**src/rtl/uart_tx_queue.sv**
```systemverilog
`default_nettype none
// ---------------------------------------------------------------------------
// uart_tx_queue : 8N1 UART transmitter fed from a circular byte queue
// Rev 1.0
// ---------------------------------------------------------------------------
module uart_tx_queue #(
  parameter int CLKS_PER_BIT = 868,
  parameter int DEPTH_LOG2   = 3
) (
  input  logic                  clk,
  input  logic                  reset,
  input  logic                  wr_en,
  input  logic [7:0]            wr_data,
  output logic                  full,
  output logic                  empty,
  output logic [DEPTH_LOG2:0]   count,
  output logic                  overflow,
  output logic                  busy,
  output logic                  tx
);

  localparam int CNT_W  = DEPTH_LOG2 + 1;
  localparam int DEPTH  = 1 << DEPTH_LOG2;
  localparam int BAUD_W = (CLKS_PER_BIT > 1) ? $clog2(CLKS_PER_BIT) : 1;

  localparam logic [BAUD_W-1:0]     BAUD_LAST = BAUD_W'(CLKS_PER_BIT - 1);
  localparam logic [BAUD_W-1:0]     BAUD_ONE  = BAUD_W'(1);
  localparam logic [CNT_W-1:0]      CNT_FULL  = CNT_W'(DEPTH);
  localparam logic [CNT_W-1:0]      CNT_ONE   = CNT_W'(1);
  localparam logic [DEPTH_LOG2-1:0] PTR_ONE   = DEPTH_LOG2'(1);

  typedef enum logic [1:0] {
    IDLE  = 2'd0,
    START = 2'd1,
    DATA  = 2'd2,
    STOP  = 2'd3
  } state_t;

  state_t                state_q,  state_d;
  logic [BAUD_W-1:0]     baud_q,   baud_d;
  logic [2:0]            bit_q,    bit_d;
  logic [7:0]            shift_q,  shift_d;
  logic                  tx_q,     tx_d;
  logic [DEPTH_LOG2-1:0] wr_ptr_q, wr_ptr_d;
  logic [DEPTH_LOG2-1:0] rd_ptr_q, rd_ptr_d;
  logic [CNT_W-1:0]      count_q,  count_d;
  logic [7:0]            mem_q [DEPTH];

  logic baud_done;
  logic push;
  logic pop;

  assign full      = (count_q == CNT_FULL);
  assign empty     = (count_q == '0);
  assign count     = count_q;
  assign overflow  = wr_en & full;
  assign busy      = (state_q != IDLE);
  assign tx        = tx_q;

  assign baud_done = (baud_q == BAUD_LAST);

  // full is judged on the pre-pop count, so a same-cycle pop never frees a slot
  assign push = wr_en & ~full;
  assign pop  = ~empty & ((state_q == IDLE) | ((state_q == STOP) & baud_done));

  always_comb begin
    wr_ptr_d = wr_ptr_q;
    rd_ptr_d = rd_ptr_q;
    count_d  = count_q;
    if (push) begin
      wr_ptr_d = wr_ptr_q + PTR_ONE;
    end
    if (pop) begin
      rd_ptr_d = rd_ptr_q + PTR_ONE;
    end
    if (push && !pop) begin
      count_d = count_q + CNT_ONE;
    end else if (pop && !push) begin
      count_d = count_q - CNT_ONE;
    end
  end

  always_comb begin
    state_d = state_q;
    baud_d  = baud_q + BAUD_ONE;
    bit_d   = bit_q;
    shift_d = shift_q;
    tx_d    = tx_q;
    unique case (state_q)
      IDLE: begin
        baud_d = '0;
        bit_d  = '0;
        tx_d   = 1'b1;
        if (pop) begin
          state_d = START;
          shift_d = mem_q[rd_ptr_q];
          tx_d    = 1'b0;
        end
      end
      START: begin
        if (baud_done) begin
          state_d = DATA;
          baud_d  = '0;
          bit_d   = '0;
          tx_d    = shift_q[0];
        end
      end
      DATA: begin
        if (baud_done) begin
          baud_d = '0;
          if (bit_q == 3'd7) begin
            state_d = STOP;
            tx_d    = 1'b1;
          end else begin
            bit_d   = bit_q + 3'd1;
            shift_d = {1'b0, shift_q[7:1]};
            tx_d    = shift_q[1];
          end
        end
      end
      STOP: begin
        if (baud_done) begin
          baud_d = '0;
          bit_d  = '0;
          if (pop) begin
            state_d = START;
            shift_d = mem_q[rd_ptr_q];
            tx_d    = 1'b0;
          end else begin
            state_d = IDLE;
            tx_d    = 1'b1;
          end
        end
      end
      default: begin
        state_d = IDLE;
        baud_d  = '0;
        bit_d   = '0;
        tx_d    = 1'b1;
      end
    endcase
  end

  always_ff @(posedge clk or negedge reset) begin
    if (!reset) begin
      state_q  <= IDLE;
      baud_q   <= '0;
      bit_q    <= '0;
      shift_q  <= '0;
      tx_q     <= 1'b1;
      wr_ptr_q <= '0;
      rd_ptr_q <= '0;
      count_q  <= '0;
    end else begin
      state_q  <= state_d;
      baud_q   <= baud_d;
      bit_q    <= bit_d;
      shift_q  <= shift_d;
      tx_q     <= tx_d;
      wr_ptr_q <= wr_ptr_d;
      rd_ptr_q <= rd_ptr_d;
      count_q  <= count_d;
    end
  end

  // Storage is left uncleared by reset; count/pointers define what is valid
  always_ff @(posedge clk) begin
    if (push) begin
      mem_q[wr_ptr_q] <= wr_data;
    end
  end

endmodule
`default_nettype wire

```
**config.mk**
```make
export PLATFORM = sky130hd
export DESIGN_NAME = uart_tx_queue
export DESIGN_NICKNAME = d
export VERILOG_FILES = /design/src/rtl/uart_tx_queue.sv
export SDC_FILE = /design/constraint.sdc
export NUM_CORES = 1
export LEC_CHECK = 0
export ABC_AREA = 1
export CAP_MARGIN = 20
export CORE_MARGIN = 4
export CORE_UTILIZATION = 30
export DETAILED_ROUTE_END_ITERATION = 10
export PLACE_DENSITY = 0.49
export SKIP_LAST_GASP = 1
export SYNTH_ARGS = -nofsm -noshare
export SYNTH_HDL_FRONTEND = slang
export SYNTH_SLANG_ARGS = --single-unit
```
**constraint.sdc**
```tcl
create_clock -name clk -period 2.2 [get_ports clk]
set_clock_uncertainty 0.1 [all_clocks]
set_input_delay 0.44 -clock clk [delete_from_list [all_inputs] [get_ports clk]]
set_output_delay 0.44 -clock clk [all_outputs]
set_load 0.02 [all_outputs]
```
==> results_dict.tcl <==
set metrics [dict create \
    instance_count_of_the_mapped_netlist 445 \
    antennaDiodeCount 0 \
    max-cap-violations 0 \
    final.period_utilization_pct 99.7 \
    crit_chain "inv_2, ha_4, nor2_2, a31oi_4, nand2_4, ha_4, inv_4, buf_4, fa_1, mux2_2" \
    peakVddDrop_mv 0.621 \
    detail_route.drc_violations 0 \
    setup_violating_endpoint_count_in_the_final_report 0 \
    slew_violations 0 \
    final_layout_size_suffix_gt1_share_pct 17.9 \
    groute.usage.overall_pct 12.0 \
    synth_top_area_share_pct 42.4 \
    criticalPathCategory "flop to flop" \
    place_congestion 0.777 \
    worstSkewPairLatency_ns 0.35 \
    final_util_pct 37.7 \
    timing.fmax_mhz 456 \
    ys_ff_latch 98 \
    slew-limit-headroom_pct 60.8 \
    fp.coreArea_mm2 0.0146 \
    tightest_slew_ns 0.588 \
    drt_iter0_drc 199 \
    area_growth_pct 21.9 \
    design.die.area_mm2 0.0171 \
    finalWorstPathRequiredPeriod_ns 2.19 \
    cts_htree_levels 3 \
    cts_root_buf "sky130_fd_sc_hd__clkbuf_16" \
    synth_cell_types 32 \
    tritoncts_num_sinks 98 \
    dr_total_vias 3057 \
    timing.critical_path.slowest_stage_cell "sky130_fd_sc_hd__fa_1" \
    core.rowCount 44 \
    post_drt_via_cell_ratio 4.42 \
    worst-endpoint-arrival_ns 2.33 \
    critPathMostFrequentCell "sky130_fd_sc_hd__ha_4" \
    tritoncts.num_buffers 9 \
    place.detailed.hpwl_mm 6.32 \
    hold_depth 2 \
    ys.warnings.count 0 \
    synthMostInstantiatedCell "sky130_fd_sc_hd__nand2_1" \
    worst-r2r-setup-slack_ns 0.006 \
    asyncSetResetFlopFracSynth_pct 34.7 \
    hold_path_class "flop to flop" \
    totalPowerFinal_uw 4850 \
    synth.area.top_cells "sky130_fd_sc_hd__edfxtp_1 42%, sky130_fd_sc_hd__dfrtp_1 18%, sky130_fd_sc_hd__nand2_1 12%" \
    grt_setup_unrepaired "true" \
    pin_count 20 \
    global_route_wire_length_before_repair_mm 15.8 \
    postSynthAreaPerCell_um2 10.2 \
    run_status "finished, final reports clean" \
    grt_overflow_total 0 \
    worst_setup_path_start_kind "flop" \
    hold_start "tx" \
    synth_ff_type "sky130_fd_sc_hd__edfxtp_1" \
    clk_path_buf_depth 2 \
    detail_route.wl_per_cell_um 13.7 \
    largest_net_degree_at_the_start_of_global_routing 34 \
    clk_transition_reported_paths_ns 0.06 \
    critical_path_required_ns 2.33 \
    hold_violations 0 \
    critical-path-max-stage-delay_ns 0.41 \
    endpoint_kind "flop" \
    cp_max_fanout 3 \
    post_synth_edffs 64 \
    mappedNetlistNets 470 \
    worst_r2r_path_cells 10 \
    crit-reg2reg-launch "state_q[0]" \
    first_global_vias 3080 \
    wl_mm 9.47 \
    firstDrtPassIters 4 \
    part_of_the_yosys_area_used_for_sequential_elements_pct 61.2 \
    synth_commonest_cells "146 x sky130_fd_sc_hd__nand2_1, 64 x sky130_fd_sc_hd__edfxtp_1, 62 x sky130_fd_sc_hd__nand3_1" \
    synth_area_leader_cell "sky130_fd_sc_hd__edfxtp_1" \
    mappedNetlistArea_mm2 0.00453 \
    die-height_um 131 \
    die_w_um 131 \
    leakage_uw 0.00239 \
    port-buffer-count 19 \
    finish.net_count 528 \
    floorplan.initialDensity_pct 31.0 \
    antenna_found_initial 0 \
    pwr_density_cell_mw_per_mm2 877 \
    worstReg2RegEnd "count[1]" \
    hold_end "tx" \
    cts_tree "done" \
    antenna_viol_nets_final 0 \
    fin_worst_hold_slack_ns 0.377 \
]
-- worst max path at each step --
| stage | depth (start not counted) | slack (ns) | endpoint | startpoint |
|---|---|---|---|---|
| floorplan | 14 | 0.01 | count[3] | baud_q[0] |
| global placement | 11 | -0.05 | count[3] | wr_en |
| detailed placement | 11 | -0.08 | count[3] | wr_en |
| CTS | 13 | 0.02 | count[3] | state_q[0] |
| global route | 13 | -0.08 | count[3] | state_q[0] |
| finish | 10 | 0.006 | count[1] | state_q[0] |
-- power breakdown --
group,switching (uW),internal [uW]
clock,676,885
sequential,90.3,2220
combinational,551,424
-- area by class of cell --
type / instances / area [um^2]
Clock inverter: 5 / 63.8
Inverter: 32 / 123
Sequential cell: 98 / 2780
Multi-Input combinational cell: 302 / 1610
Timing Repair Buffer: 60 / 490
Tap cell: 184 / 230
Clock buffer: 10 / 229
Fill cell: 1463 / 9120
-- logic make-up after synthesis --
group / after synthesis / share of synthesized area (%)
xor+xnor: 8 / 1.55
fa+ha+maj: 14 / 4.03
flops: 98 / 61.2
mux: 1 / 0.248
buf+inv: 45 / 4.39
simple gates: 257 / 25.8
compound gates: 22 / 2.81
-- sequential cells by signal, indices dropped and copies added (netlist names) --
register / cells
rd_ptr_q: 3
tx: 1
state_q: 2
wr_ptr_q: 3
count: 4
mem_q: 64
baud_q: 10
shift_q: 8
bit_q: 3
-- worst max-delay path: cells and delay by family, from the launching register on --
kind / cells / cell delay (ns)
and+or+nand+nor: 2 / 0.13
adders and majority gates: 3 / 0.72
DFF: 1 / 0.40
AOI/OAI and AO/OA: 1 / 0.18
muxes: 1 / 0.27
buffers and inverters: 3 / 0.27
-- through the flow --
step | area, um^2 | std cells | TNS, ns | setup WS, ns
after floorplan | 4580 | 445 | 0 | 0.0122
after global placement | 5180 | 670 | -0.0541 | -0.0541
after detailed placement | 5180 | 670 | -0.128 | -0.0838
after CTS | 5480 | 686 | 0 | 0.0198
after global routing | 5530 | 691 | -0.144 | -0.0774
final | 5530 | 691 | 0 | 0.00637
-- per-layer routing --
metal | share of wire [%] | track usage (%) | up-vias | wire [um]
li1 | - | - | 1589 | -
met5 | 0 | 0 | - | 0
met4 | 1.5 | 3.63 | 0 | 142
met2 | 49 | 20.1 | 28 | 4670
met1 | 46 | 15.2 | 1427 | 4360
met3 | 3.1 | 3.41 | 13 | 297
-- layout by cell type, fill, tap and decap left out, drive strengths merged, types with 4 or more instances in the layout --
cell,instances
nand2,156
nand3,63
buf,41
o21ai,10
edfxtp,64
dlygate4sd2,4
clkdlybuf4s50,14
ha,13
clkbuf,10
nor2,32
xor2,6
inv,33
dfrtp,33
a21oi,10
-- timing repair --
action	in CTS	in global routing
hold buffers	1	0
resized for setup	4	2
pin swaps	0	11
endpoints found under the setup margin	4	1
endpoints found under the hold margin	13	0
cloned	0	0
buffers inserted	0	5
No activity file was read; power rests on OpenSTA's default activity.
